## config.mk

```make
export PLATFORM = sky130hd
export DESIGN_NAME = clk_ratio_monitor
export DESIGN_NICKNAME = d
export VERILOG_FILES = /design/src/rtl/clk_mon_pkg.sv /design/src/rtl/clk_mon_edge_det.sv /design/src/rtl/clk_ratio_monitor.sv
export SDC_FILE = /design/constraint.sdc
export NUM_CORES = 1
export LEC_CHECK = 0
export ABC_AREA = 1
export CAP_MARGIN = 5
export CORE_MARGIN = 2
export CORE_UTILIZATION = 45
export CTS_CLUSTER_DIAMETER = 100
export DETAILED_ROUTE_END_ITERATION = 8
export GPL_ROUTABILITY_DRIVEN = 0
export GPL_TIMING_DRIVEN = 0
export PLACE_DENSITY = 0.7
export SLEW_MARGIN = 10
export SYNTH_ARGS = -nofsm -noshare
export SYNTH_HDL_FRONTEND = slang
export SYNTH_SLANG_ARGS = --single-unit
```

## constraint.sdc

```tcl
create_clock -name clk -period 5.8 [get_ports clk]
set_input_delay 1.16 -clock clk [delete_from_list [all_inputs] [get_ports clk]]
set_output_delay 1.16 -clock clk [all_outputs]
set_load 0.1 [all_outputs]
```

## src/rtl/clk_mon_pkg.sv

```systemverilog
// Shared types and helpers for the clock ratio monitor.
package clk_mon_pkg;

  typedef enum logic [1:0] {
    ST_IDLE    = 2'd0,
    ST_ARM     = 2'd1,
    ST_MEASURE = 2'd2
  } mon_state_t;

  // Saturation value of a width-bit period counter.
  function automatic int unsigned cnt_max(input int unsigned width);
    return (32'd1 << width) - 32'd1;
  endfunction

  // Absolute difference (already computed) against the allowed tolerance.
  function automatic logic within_tol(input int unsigned diff_abs, input int unsigned tol);
    return (diff_abs <= tol);
  endfunction

endpackage

```

## src/rtl/clk_mon_edge_det.sv

```systemverilog
// Rising-edge detector for the divided gate stream; rise is same-cycle.
module clk_mon_edge_det (
  input  logic clk,
  input  logic reset,
  input  logic gate_i,
  output logic rise
);

  logic gate_q;

  // One-cycle history of the gate stream.
  always_ff @(posedge clk) begin
    if (reset) gate_q <= 1'b0;
    else       gate_q <= gate_i;
  end

  assign rise = gate_i & ~gate_q;

endmodule

```

## src/rtl/clk_ratio_monitor.sv

```systemverilog
// Clock ratio monitor: measures cycles between rising edges of gate_i and
// compares each period with exp_period_i, reporting period, lock and errors.
//
// State table:
//   ST_IDLE    | monitor disabled, waiting for en
//   ST_ARM     | waiting for the first rising edge to start a period
//   ST_MEASURE | each rising edge closes a period and is checked
//
// Optional build macro CLK_MON_MINMAX_EN adds period_min_o / period_max_o.
module clk_ratio_monitor
  import clk_mon_pkg::*;
#(
  parameter int unsigned p_cnt_bits   = 8,
  parameter int unsigned p_lock_count = 4,
  parameter int unsigned p_tol        = 0
) (
  input  logic                  clk,
  input  logic                  reset,
  input  logic                  en,
  input  logic                  gate_i,
  input  logic [p_cnt_bits-1:0] exp_period_i,
  output logic [p_cnt_bits-1:0] period_o,
  output logic                  valid_o,
  output logic                  lock_o,
  output logic                  err_o,
  output logic                  timeout_o
`ifdef CLK_MON_MINMAX_EN
  ,
  output logic [p_cnt_bits-1:0] period_min_o,
  output logic [p_cnt_bits-1:0] period_max_o
`endif
);

  localparam logic [p_cnt_bits-1:0] CNT_MAX_V = p_cnt_bits'(cnt_max(p_cnt_bits));
  localparam logic [p_cnt_bits-1:0] CNT_ONE   = p_cnt_bits'(1);
  localparam logic [3:0]            LOCK_N    = 4'(p_lock_count);

  mon_state_t            state_q, state_d;
  logic [p_cnt_bits-1:0] cnt_q, cnt_d;
  logic [3:0]            match_q, match_d;
  logic [p_cnt_bits-1:0] period_d;
  logic                  valid_d, lock_d, err_d, timeout_d;
  logic                  rise;
  logic [p_cnt_bits:0]   diff_abs;
  logic                  in_tol;

  clk_mon_edge_det u_edge_det (
    .clk    (clk),
    .reset  (reset),
    .gate_i (gate_i),
    .rise   (rise)
  );

  // Difference kept one bit wider than the counter so it never wraps.
  always_comb begin
    diff_abs = '0;
    if (cnt_q >= exp_period_i) diff_abs = {1'b0, cnt_q} - {1'b0, exp_period_i};
    else                       diff_abs = {1'b0, exp_period_i} - {1'b0, cnt_q};
    in_tol = within_tol(32'(diff_abs), p_tol);
  end

  // Next-state, counter and registered-output computation.
  always_comb begin
    state_d   = state_q;
    cnt_d     = cnt_q;
    match_d   = match_q;
    period_d  = period_o;
    lock_d    = lock_o;
    valid_d   = 1'b0;
    err_d     = 1'b0;
    timeout_d = 1'b0;
    if (!en) begin
      state_d = ST_IDLE;
      cnt_d   = '0;
      match_d = '0;
      lock_d  = 1'b0;
    end else begin
      if (rise)                    cnt_d = CNT_ONE;
      else if (cnt_q != CNT_MAX_V) cnt_d = cnt_q + CNT_ONE;
      case (state_q)
        ST_IDLE: state_d = ST_ARM;
        ST_ARM:  if (rise) state_d = ST_MEASURE;
        ST_MEASURE: begin
          if (rise) begin
            period_d = cnt_q;
            valid_d  = 1'b1;
            if (in_tol) begin
              if (match_q < LOCK_N) match_d = match_q + 4'd1;
              if (match_d >= LOCK_N) lock_d = 1'b1;
            end else begin
              err_d   = 1'b1;
              match_d = '0;
              lock_d  = 1'b0;
            end
          end else if (cnt_q == CNT_MAX_V) begin
            // A rise on the saturating cycle is a valid max-length period.
            timeout_d = 1'b1;
            match_d   = '0;
            lock_d    = 1'b0;
            state_d   = ST_ARM;
          end
        end
        default: state_d = ST_IDLE;
      endcase
    end
  end

  // State and output registers.
  always_ff @(posedge clk) begin
    if (reset) begin
      state_q   <= ST_IDLE;
      cnt_q     <= '0;
      match_q   <= '0;
      period_o  <= '0;
      valid_o   <= 1'b0;
      lock_o    <= 1'b0;
      err_o     <= 1'b0;
      timeout_o <= 1'b0;
    end else begin
      state_q   <= state_d;
      cnt_q     <= cnt_d;
      match_q   <= match_d;
      period_o  <= period_d;
      valid_o   <= valid_d;
      lock_o    <= lock_d;
      err_o     <= err_d;
      timeout_o <= timeout_d;
    end
  end

`ifdef CLK_MON_MINMAX_EN
  // Running extremes of measured periods, restarted whenever the monitor is disabled.
  always_ff @(posedge clk) begin
    if (reset || !en) begin
      period_min_o <= CNT_MAX_V;
      period_max_o <= '0;
    end else if (valid_d) begin
      if (period_d < period_min_o) period_min_o <= period_d;
      if (period_d > period_max_o) period_max_o <= period_d;
    end
  end
`endif

endmodule

```

==> flow_metrics.tcl, run 1 <==
set metrics [dict create \
    grt_max_degree 16 \
    die_h_um 69.44 \
    p_leak_nw 1.114 \
    rr_worst_depth 14 \
    ys_top_cells_by_area "dfxtp_1 (28%), nand2_1 (16%), ha_1 (12%), inv_1 (11%), nor2_1 (7.0%)" \
    htree_levels 1 \
    boundaryPins 24 \
    dr.pass1.iters 4 \
    p_sw_uw 98.37 \
    whs_path_depth 1 \
    clockBufferDepth 2 \
    crit_cells 14 \
    finalClockSkew_ns 0.002438 \
    rsz0062_at_grt "false" \
    clk_pin_slew_ns 0.09 \
    crit_arrival_ns 3.37 \
    core_mm2 0.004058 \
    critPathCaptureType "flop" \
    post_cts_buffers 0 \
    initial_utilization_pct 47.49 \
    routed_wirelength_mm 4.021 \
    vias_per_cell 4.803 \
    finalCritPeriodShare_pct 54.36 \
    cp_top_family "simple AND/OR/NAND/NOR gates" \
    total_power_uw 357.4 \
    critical_path.most_common_cell "nor2_1" \
    post-place-ws_ns 2.369 \
    final_area_mm2 0.002256 \
    post_cts_resize_count 0 \
    seqPwrFrac_pct 52.6 \
    setup_viol 0 \
    cap_violations 0 \
    numCtsBuffers 3 \
    final.min_clock_period_ns 3.153 \
    crit_path_start_kind "input pin" \
    grt_usage_pct 16.50 \
    ir_worst_vdd_mv 0.1528 \
    drtIter0Drc 48 \
    cts_tree "built" \
    critPathKind "input pin to flop" \
    power.internal_uw 259.0 \
    drt_drc_violations_left 0 \
    syn_nets 330 \
    relSlewSlack_pct 35.22 \
    regArea_um2 540.5 \
    synth_area_leader_cell "dfxtp_1" \
    cpMaxStageDelayCell "clkdlybuf4s50_1" \
    fill_cells 405 \
    grt-ovfl-total 0 \
    die_area_mm2 0.004821 \
    cpPeakStageDelay_ns 0.49 \
    detail-route-antenna-nets 0 \
    die_w_um 69.44 \
    num_rows 23 \
    grt_pass1_vias 1521 \
    finalWorstSetupSlack_ns 2.647 \
    outcome "completed" \
    vias 1806 \
    ys_ff_latch 27 \
    setup_tns_ns 0 \
    cp.required_ns 6.02 \
    fin_nets 357 \
    cts_sinks 27 \
    synthCells 300 \
    swShare_pct 27.53 \
    crit_chain "clkdlybuf4s50_1, inv_1, ha_1, a21oi_1, nor2_1, nor2_1, nand3_1, nor2_1, nand3_1, nand2_1, nand3_1, nand2_1, nand2_2, nor2_1" \
    final_layout_size_suffix_gt1_share_pct 4.908 \
    hp-class "flop to flop" \
    yosys.cell_types.count 27 \
    final_hold_viol_count 0 \
    critPathBufInv 2 \
    multi_input_area_mm2 0.001150 \
    cts_hold_buf 0 \
    combPwrFrac_pct 17.3 \
    dpl_cell_area_mm2 0.002210 \
    clockPowerShare_pct 30.0 \
    grt_pass1_wl_mm 6.575 \
    critPathMaxFanout 7 \
    avgSynthCellArea_um2 6.423 \
    max_freq_mhz 317.2 \
    detailed_place_hpwl_mm 3.338 \
    grt_antenna_before_repair 0 \
    power_density_mw_per_mm2 158.4 \
    netlist_area_mm2 0.001927 \
    yosysWarningCount 0 \
    root_buffer "clkbuf_8" \
    yosys.area.top_type_share_pct 28.05 \
    num_antenna_cells 0 \
    slew_viol_final 0 \
    port_buffers 22 \
    hold_ws_ns 0.4552 \
    wl_per_cell_um 10.69 \
    insertion_delay_ns 0.27 \
    area_growth_pct 17.08 \
    seq_area_frac_synth_pct 28.05 \
    worst_pin_slew_ns 0.9687 \
]
[logic make-up after synthesis]
kind of cell | synth area share [%]
simple gates | 35.32
buf+inv | 12.27
compound gates | 11.30
flops | 28.05
fa+ha+maj | 11.69
xor+xnor | 1.364
[flip-flops by register name (all words and copies together), names as in the netlist, 2 cells and up]
name and cells:
cnt_q 8, state_q 2, match_q 4, period_o 8
[power by group through the flow]
stage	Clock (mW)	Combinational (mW)	Sequential, mW
finish	0.107	0.0620	0.188
global route	0.117	0.0705	0.188
CTS	0.110	0.0622	0.188
detailed placement	0	0.0621	0.192
global placement	0	0.0617	0.192
floorplan	0	0.0423	0.194
[cell usage in the layout (no fill, tap or decap)]
cell / count
nand2_2: 3
inv_2: 1
a311oi_1: 1
nor3_4: 2
nor2_2: 2
a211oi_1: 8
o211ai_1: 1
clkinv_2: 1
o21bai_1: 2
a21oi_1: 11
a31oi_1: 3
clkbuf_8: 3
nand4_1: 3
nand3_1: 23
nand2_1: 81
buf_4: 1
nor3_1: 7
xor2_1: 3
a31o_2: 1
a221oi_1: 1
inv_1: 57
nor2_1: 36
or2_4: 1
ha_1: 18
clkdlybuf4s50_1: 22
dfxtp_1: 27
o21a_1: 1
o21ai_0: 4
a21boi_0: 1
buf_6: 1
[stage by stage]
stage / utilization [%] / instances
2_1_floorplan: - / 300
3_3_place_gp: 54.46 / 372
3_5_place_dp: 54.46 / 372
4_1_cts: 55.60 / 376
5_1_grt: 55.60 / 376
6_report: 55.60 / 376
[cell usage after synthesis (all sizes together)]
cell     n
buf      2
o211ai   1
nor3     9
xor2     3
nand4    3
o21a     1
nand3   23
o21ai    4
a31o     1
a21boi   1
nor2    38
nand2   84
o21bai   2
a311oi   1
or2      1
a31oi    3
inv     58
ha      18
a21oi   11
dfxtp   27
a221oi   1
a211oi   8
[path summary, 6_finish.rpt]
path / startpoint / to / slack (ns)
worst min-delay path: state_q[1] / state_q[0] / 0.46
worst min register to register: state_q[1] / state_q[0] / 0.46
worst max register to register: cnt_q[6] / match_q[3] / 3.73
worst max-delay path: exp_period_i[5] / match_q[3] / 2.65
[layout make-up]
type	count	area share, %
timing repair buffer	22	9.762
multi-input combinational	213	50.97
tap	50	2.773
sequential	27	23.96
buffer	2	0.8319
clock buffer	3	1.830
clock inverter	1	0.2219
inverter	58	9.651
[per-layer routing]
metal | wire (um) | GRT usage, %
met5 | 0 | 0
met4 | 63 | 6.536
met3 | 135 | 1.890
met2 | 1761 | 26.50
met1 | 2061 | 22.56
Note: power is estimated with default switching activity, not from simulation.
==> run 2, diff against run 1 <==
PLACE_DENSITY = 0.72   (was 0.7)
clock period = 2.59 ns   (was 5.8 ns; I/O delays follow)
==> flow_metrics.tcl, run 2 (same netlist as run 1, synthesis figures left out) <==
set metrics [dict create \
    routed_wirelength_mm 4.250 \
    critPathCaptureType "flop" \
    post_cts_buffers 0 \
    crit_path_start_kind "input pin" \
    initial_utilization_pct 47.49 \
    cts_tree "built" \
    cp.required_ns 2.80 \
    fin_nets 357 \
    final_cells 376 \
    worst_pin_slew_ns 0.9755 \
    whs_endpoint "u_edge_det.gate_q" \
    vias_per_cell 4.939 \
    cap_violations 0 \
    p_sw_uw 219.4 \
    p_leak_nw 1.106 \
    drt_drc_violations_left 0 \
    swShare_pct 27.29 \
    clockBufferDepth 2 \
    final_cell_mix "nand2_1 (79), inv_1 (57), nor2_1 (36), dfxtp_1 (27), nand3_1 (23)" \
    combPwrFrac_pct 18.4 \
    area_growth_pct 20.26 \
    critPathMaxFanout 7 \
    final_layout_size_suffix_gt1_share_pct 8.282 \
    outcome "completed" \
    detail-route-antenna-nets 0 \
    hold_path.startpoint "reset" \
    final_common_cell "nand2_1" \
    vias 1857 \
    finalCritPeriodShare_pct 92.71 \
    port_buffers 22 \
    largestRegisters "cnt_q (8), period_o (8), match_q (4)" \
    final.min_clock_period_ns 2.401 \
    detailed_place_hpwl_mm 3.335 \
    htree_levels 1 \
    hp-class "input pin to flop" \
    numCtsBuffers 3 \
    reg2reg_from "cnt_q[6]" \
    wl_per_cell_um 11.30 \
    critPathKind "input pin to flop" \
    relSlewSlack_pct 34.76 \
    core_mm2 0.004058 \
    finalClockSkew_ns 0.005331 \
    num_antenna_cells 0 \
    ir_worst_vdd_mv 0.3804 \
    crit_arrival_ns 2.62 \
    drtIter0Drc 60 \
    grt_pass1_wl_mm 7.141 \
    boundaryPins 24 \
    seqPwrFrac_pct 52.5 \
    dp_cells 372 \
    die_w_um 69.44 \
    grt-ovfl-total 0 \
    power.internal_uw 584.4 \
    die_area_mm2 0.004821 \
    post-place-ws_ns -0.2205 \
    die_h_um 69.44 \
    rsz0062_at_grt "false" \
    num_rows 23 \
    insertion_delay_ns 0.27 \
    whs_path_depth 2 \
    power_density_mw_per_mm2 346.9 \
    cts_sinks 27 \
    rr_worst_depth 14 \
    finalWorstSetupSlack_ns 0.1888 \
    grt_max_degree 16 \
    dr.pass1.iters 4 \
    grt_usage_pct 17.54 \
    slew_viol_final 0 \
    clockPowerShare_pct 29.1 \
    reg2reg_to "match_q[3]" \
    root_buffer "clkbuf_8" \
    clk_pin_slew_ns 0.09 \
    max_freq_mhz 416.5 \
    grt_pass1_vias 1671 \
    regToRegSetupSlack_ns 0.55 \
    grt_antenna_before_repair 0 \
    final_hold_viol_count 0 \
    setup_viol 0 \
]
==> run 2: cell counts in the layout (fill, tap and decap cells not counted) <==
Identical to the previous run, type by type.
==> run 2: worst max-delay path by stage <==
stage | endpoint | from | depth (start not counted) | slack (ns)
2_1_floorplan | lock_o | exp_period_i[2] | 14 | 0.61
3_3_place_gp | match_q[3] | exp_period_i[2] | 15 | -0.19
3_5_place_dp | match_q[3] | exp_period_i[4] | 16 | -0.22
4_1_cts | match_q[3] | exp_period_i[4] | 16 | 0.06
5_1_grt | match_q[3] | exp_period_i[2] | 15 | 0.02
6_report | match_q[3] | exp_period_i[6] | 15 | 0.19
==> run 2: critical path, cell delays in order <==
cell and delay, ns:
clkdlybuf4s50_1 0.48, inv_1 0.05, ha_2 0.38, nand2_1 0.11
nor2_2 0.14, nand3_1 0.13, nand3_1 0.11, nand2_1 0.05
nor2_1 0.10, nand3_1 0.10, nand2_2 0.10, nand3_1 0.08
nand2_1 0.09, nand2_2 0.07, nor2_1 0.10
==> run 2: power groups by stage <==
stage          combinational (mW)  clock [mW]  sequential, mW
4_1_cts                     0.140       0.242           0.422
5_1_grt                     0.170       0.260           0.423
3_3_place_gp                0.138           0           0.431
3_5_place_dp                0.139           0           0.431
2_1_floorplan              0.0947           0           0.435
6_report                    0.148       0.234           0.422
==> run 2: metrics by stage <==
stage               hold WS, ns  power (mW)  setup TNS, ns  area (um2)  util, %
floorplan                0.4276      0.5300              0        1927        -
global placement         0.4431      0.5692        -0.8180        2210    54.46
detailed placement       0.4388      0.5701        -0.9938        2210    54.46
CTS                      0.4405      0.8033              0        2256    55.60
global route             0.4494      0.8525              0        2317    57.11
finish                   0.4444      0.8038              0        2317    57.11
==> run 2: repair_timing <==
action | CTS | global route
setup endpoints to repair | 0 | 5
hold buffers | 0 | 0
gates resized for setup | 0 | 13
==> run 2: cell type report <==
cell class              count  area [um2]
fillers                   405        1740
multi-input cells         213        1211
flip-flops and latches     27       540.5
repair buffers             22       220.2
inverters                  58       217.7
well taps                  50       62.56
clock buffers               3       41.29
plain buffers               2       18.77
clock inverters             1       5.005
==> run 2: metal layers <==
metal | part of all wire, % | track usage, %
met5 | 0 | 0
met4 | 1.0 | 4.575
met3 | 2.7 | 0.8721
met2 | 47 | 31.09
met1 | 49 | 23.21
==> run 3, diff against run 2 <==
SETUP_SLACK_MARGIN = 0.15   (was default)
==> flow_metrics.tcl, run 3 (same netlist as run 1, synthesis figures left out) <==
set metrics [dict create \
    outcome "completed" \
    rsz0062_at_grt "false" \
    port_buffers 22 \
    dpl_cell_area_mm2 0.002210 \
    setup_viol 0 \
    cts_sinks 27 \
    drt_drc_violations_left 0 \
    boundaryPins 24 \
    ir_worst_vdd_mv 0.3827 \
    finalClockSkew_ns 0.006063 \
    die_area_mm2 0.004821 \
    numCtsBuffers 3 \
    power_density_mw_per_mm2 333.8 \
    cap_violations 0 \
    cp.required_ns 2.81 \
    p_leak_nw 1.170 \
    seqPwrFrac_pct 51.2 \
    relSlewSlack_pct 34.76 \
    combPwrFrac_pct 20.4 \
    core_mm2 0.004058 \
    rr_worst_depth 14 \
    grt-ovfl-total 0 \
    final_layout_size_suffix_gt1_share_pct 15.45 \
    final_hold_viol_count 0 \
    vias 1904 \
    die_h_um 69.44 \
    max_freq_mhz 432.4 \
    critPathMaxFanout 7 \
    area_growth_pct 28.12 \
    cts_tree "built" \
    fin_nets 361 \
    grt_pass1_vias 1678 \
    slew_viol_final 0 \
    clockBufferDepth 2 \
    crit_arrival_ns 2.53 \
    detail-route-antenna-nets 0 \
    crit_cells 15 \
    reg2reg_to "match_q[0]" \
    crit_path_start_kind "input pin" \
    detailed_place_hpwl_mm 3.335 \
    power.internal_uw 594.1 \
    grt_antenna_before_repair 0 \
    critical_path.most_common_cell "nand3_1" \
    clk_pin_slew_ns 0.09 \
    num_antenna_cells 0 \
    reg2reg_from "cnt_q[2]" \
    num_rows 23 \
    vias_per_cell 5.011 \
    clockPowerShare_pct 28.4 \
    final.min_clock_period_ns 2.312 \
    grt_max_degree 16 \
    final_cell_mix "nand2_1 (68), inv_1 (56), nor2_1 (34), dfxtp_1 (27)" \
    cpPeakStageDelay_ns 0.48 \
    htree_levels 1 \
    grt_pass1_wl_mm 7.196 \
    initial_utilization_pct 47.49 \
    drtIter0Drc 77 \
    setup_tns_ns 0 \
    dr.pass1.iters 4 \
    hp-class "input pin to flop" \
    finalCritPeriodShare_pct 89.28 \
    final_area_mm2 0.002469 \
    swShare_pct 27.91 \
    p_sw_uw 230.0 \
    critPathKind "input pin to flop" \
    fill_cells 378 \
    root_buffer "clkbuf_8" \
    wl_per_cell_um 11.81 \
    grt_usage_pct 17.66 \
    routed_wirelength_mm 4.489 \
    cpMaxStageDelayCell "clkdlybuf4s50_1" \
    regToRegSetupSlack_ns 0.57 \
    insertion_delay_ns 0.27 \
    cp_top_family "simple AND/OR/NAND/NOR gates" \
    worstSetupStartpoint "exp_period_i[5]" \
    die_w_um 69.44 \
    critPathBufInv 2 \
    critPathCaptureType "flop" \
    final_common_cell "nand2_1" \
    worst_pin_slew_ns 0.9755 \
    crit_chain "clkdlybuf4s50_1, inv_1, ha_4, nand2_4, nor2_4, nand3_2, nand3_1, nand2_1, nor2_1, nand3_1, nand2_2, nand3_1, nand2_1, nand2_2, nor2_1" \
    largestRegisters "cnt_q (8), period_o (8), match_q (4)" \
    crit_end "match_q[0]" \
]
run 3: changes by cell type in the layout (fill, tap and decap cells not counted), sizes merged:
cell           before  now
dlymetal6s2s        0    3
clkdlybuf4s50      22   19
buf                 2    6
run 3: worst min-delay path by stage:
stage / from / end / slack, ns / depth (start not counted)
finish: reset / u_edge_det.gate_q / 0.44 / 2
global route: reset / u_edge_det.gate_q / 0.45 / 2
CTS: reset / u_edge_det.gate_q / 0.44 / 2
detailed placement: state_q[1] / state_q[0] / 0.44 / 1
global placement: state_q[1] / state_q[0] / 0.44 / 1
floorplan: state_q[1] / state_q[0] / 0.43 / 1
run 3: power by group through the flow:
stage                     Sequential [mW]  Clock, mW  Combinational [mW]
after floorplan                     0.435          0              0.0947
after global placement              0.431          0               0.138
after detailed placement            0.431          0               0.139
after CTS                           0.422      0.242               0.143
after global routing                0.423      0.260               0.188
final                               0.422      0.234               0.168
run 3: stage by stage:
step | utilization (%) | instances | setup slack [ns] | total power, mW | hold WS (ns)
final | 60.84 | 380 | 0.2776 | 0.8241 | 0.4420
after global routing | 60.84 | 380 | 0.1380 | 0.8713 | 0.4494
after CTS | 56.31 | 376 | 0.1840 | 0.8060 | 0.4405
after detailed placement | 54.46 | 372 | -0.2205 | 0.5701 | 0.4388
after global placement | 54.46 | 372 | -0.1925 | 0.5692 | 0.4431
after floorplan | - | 300 | 0.6080 | 0.5300 | 0.4276
run 3: timing repair:
action / in CTS / in global routing
resized for setup: 8 / 34
setup buffers: 0 / 4
pin swaps: 0 / 13
hold endpoints to repair: 0 / 0
hold buffers: 0 / 0
gates cloned: 0 / 0
endpoints found under the setup margin: 4 / 5
run 3: layer usage:
layer  vias to the layer above  track usage, %  share of wire [%]
met5                         -               0                  0
met4                         0           4.575               0.98
met3                         5          0.8721                2.3
met2                        28           31.41                 48
met1                       864           23.30                 49
li1                       1007               -                  -
run 3: layout make-up:
type                    count  area (um2)  area share [%]
flip-flops and latches     27       540.5           21.90
clock inverters             1       5.005          0.2027
multi-input cells         213        1325           53.67
plain buffers               2       18.77          0.7603
clock buffers               3       41.29           1.673
well taps                  50       62.56           2.534
inverters                  58       217.7           8.819
repair buffers             26       257.7           10.44
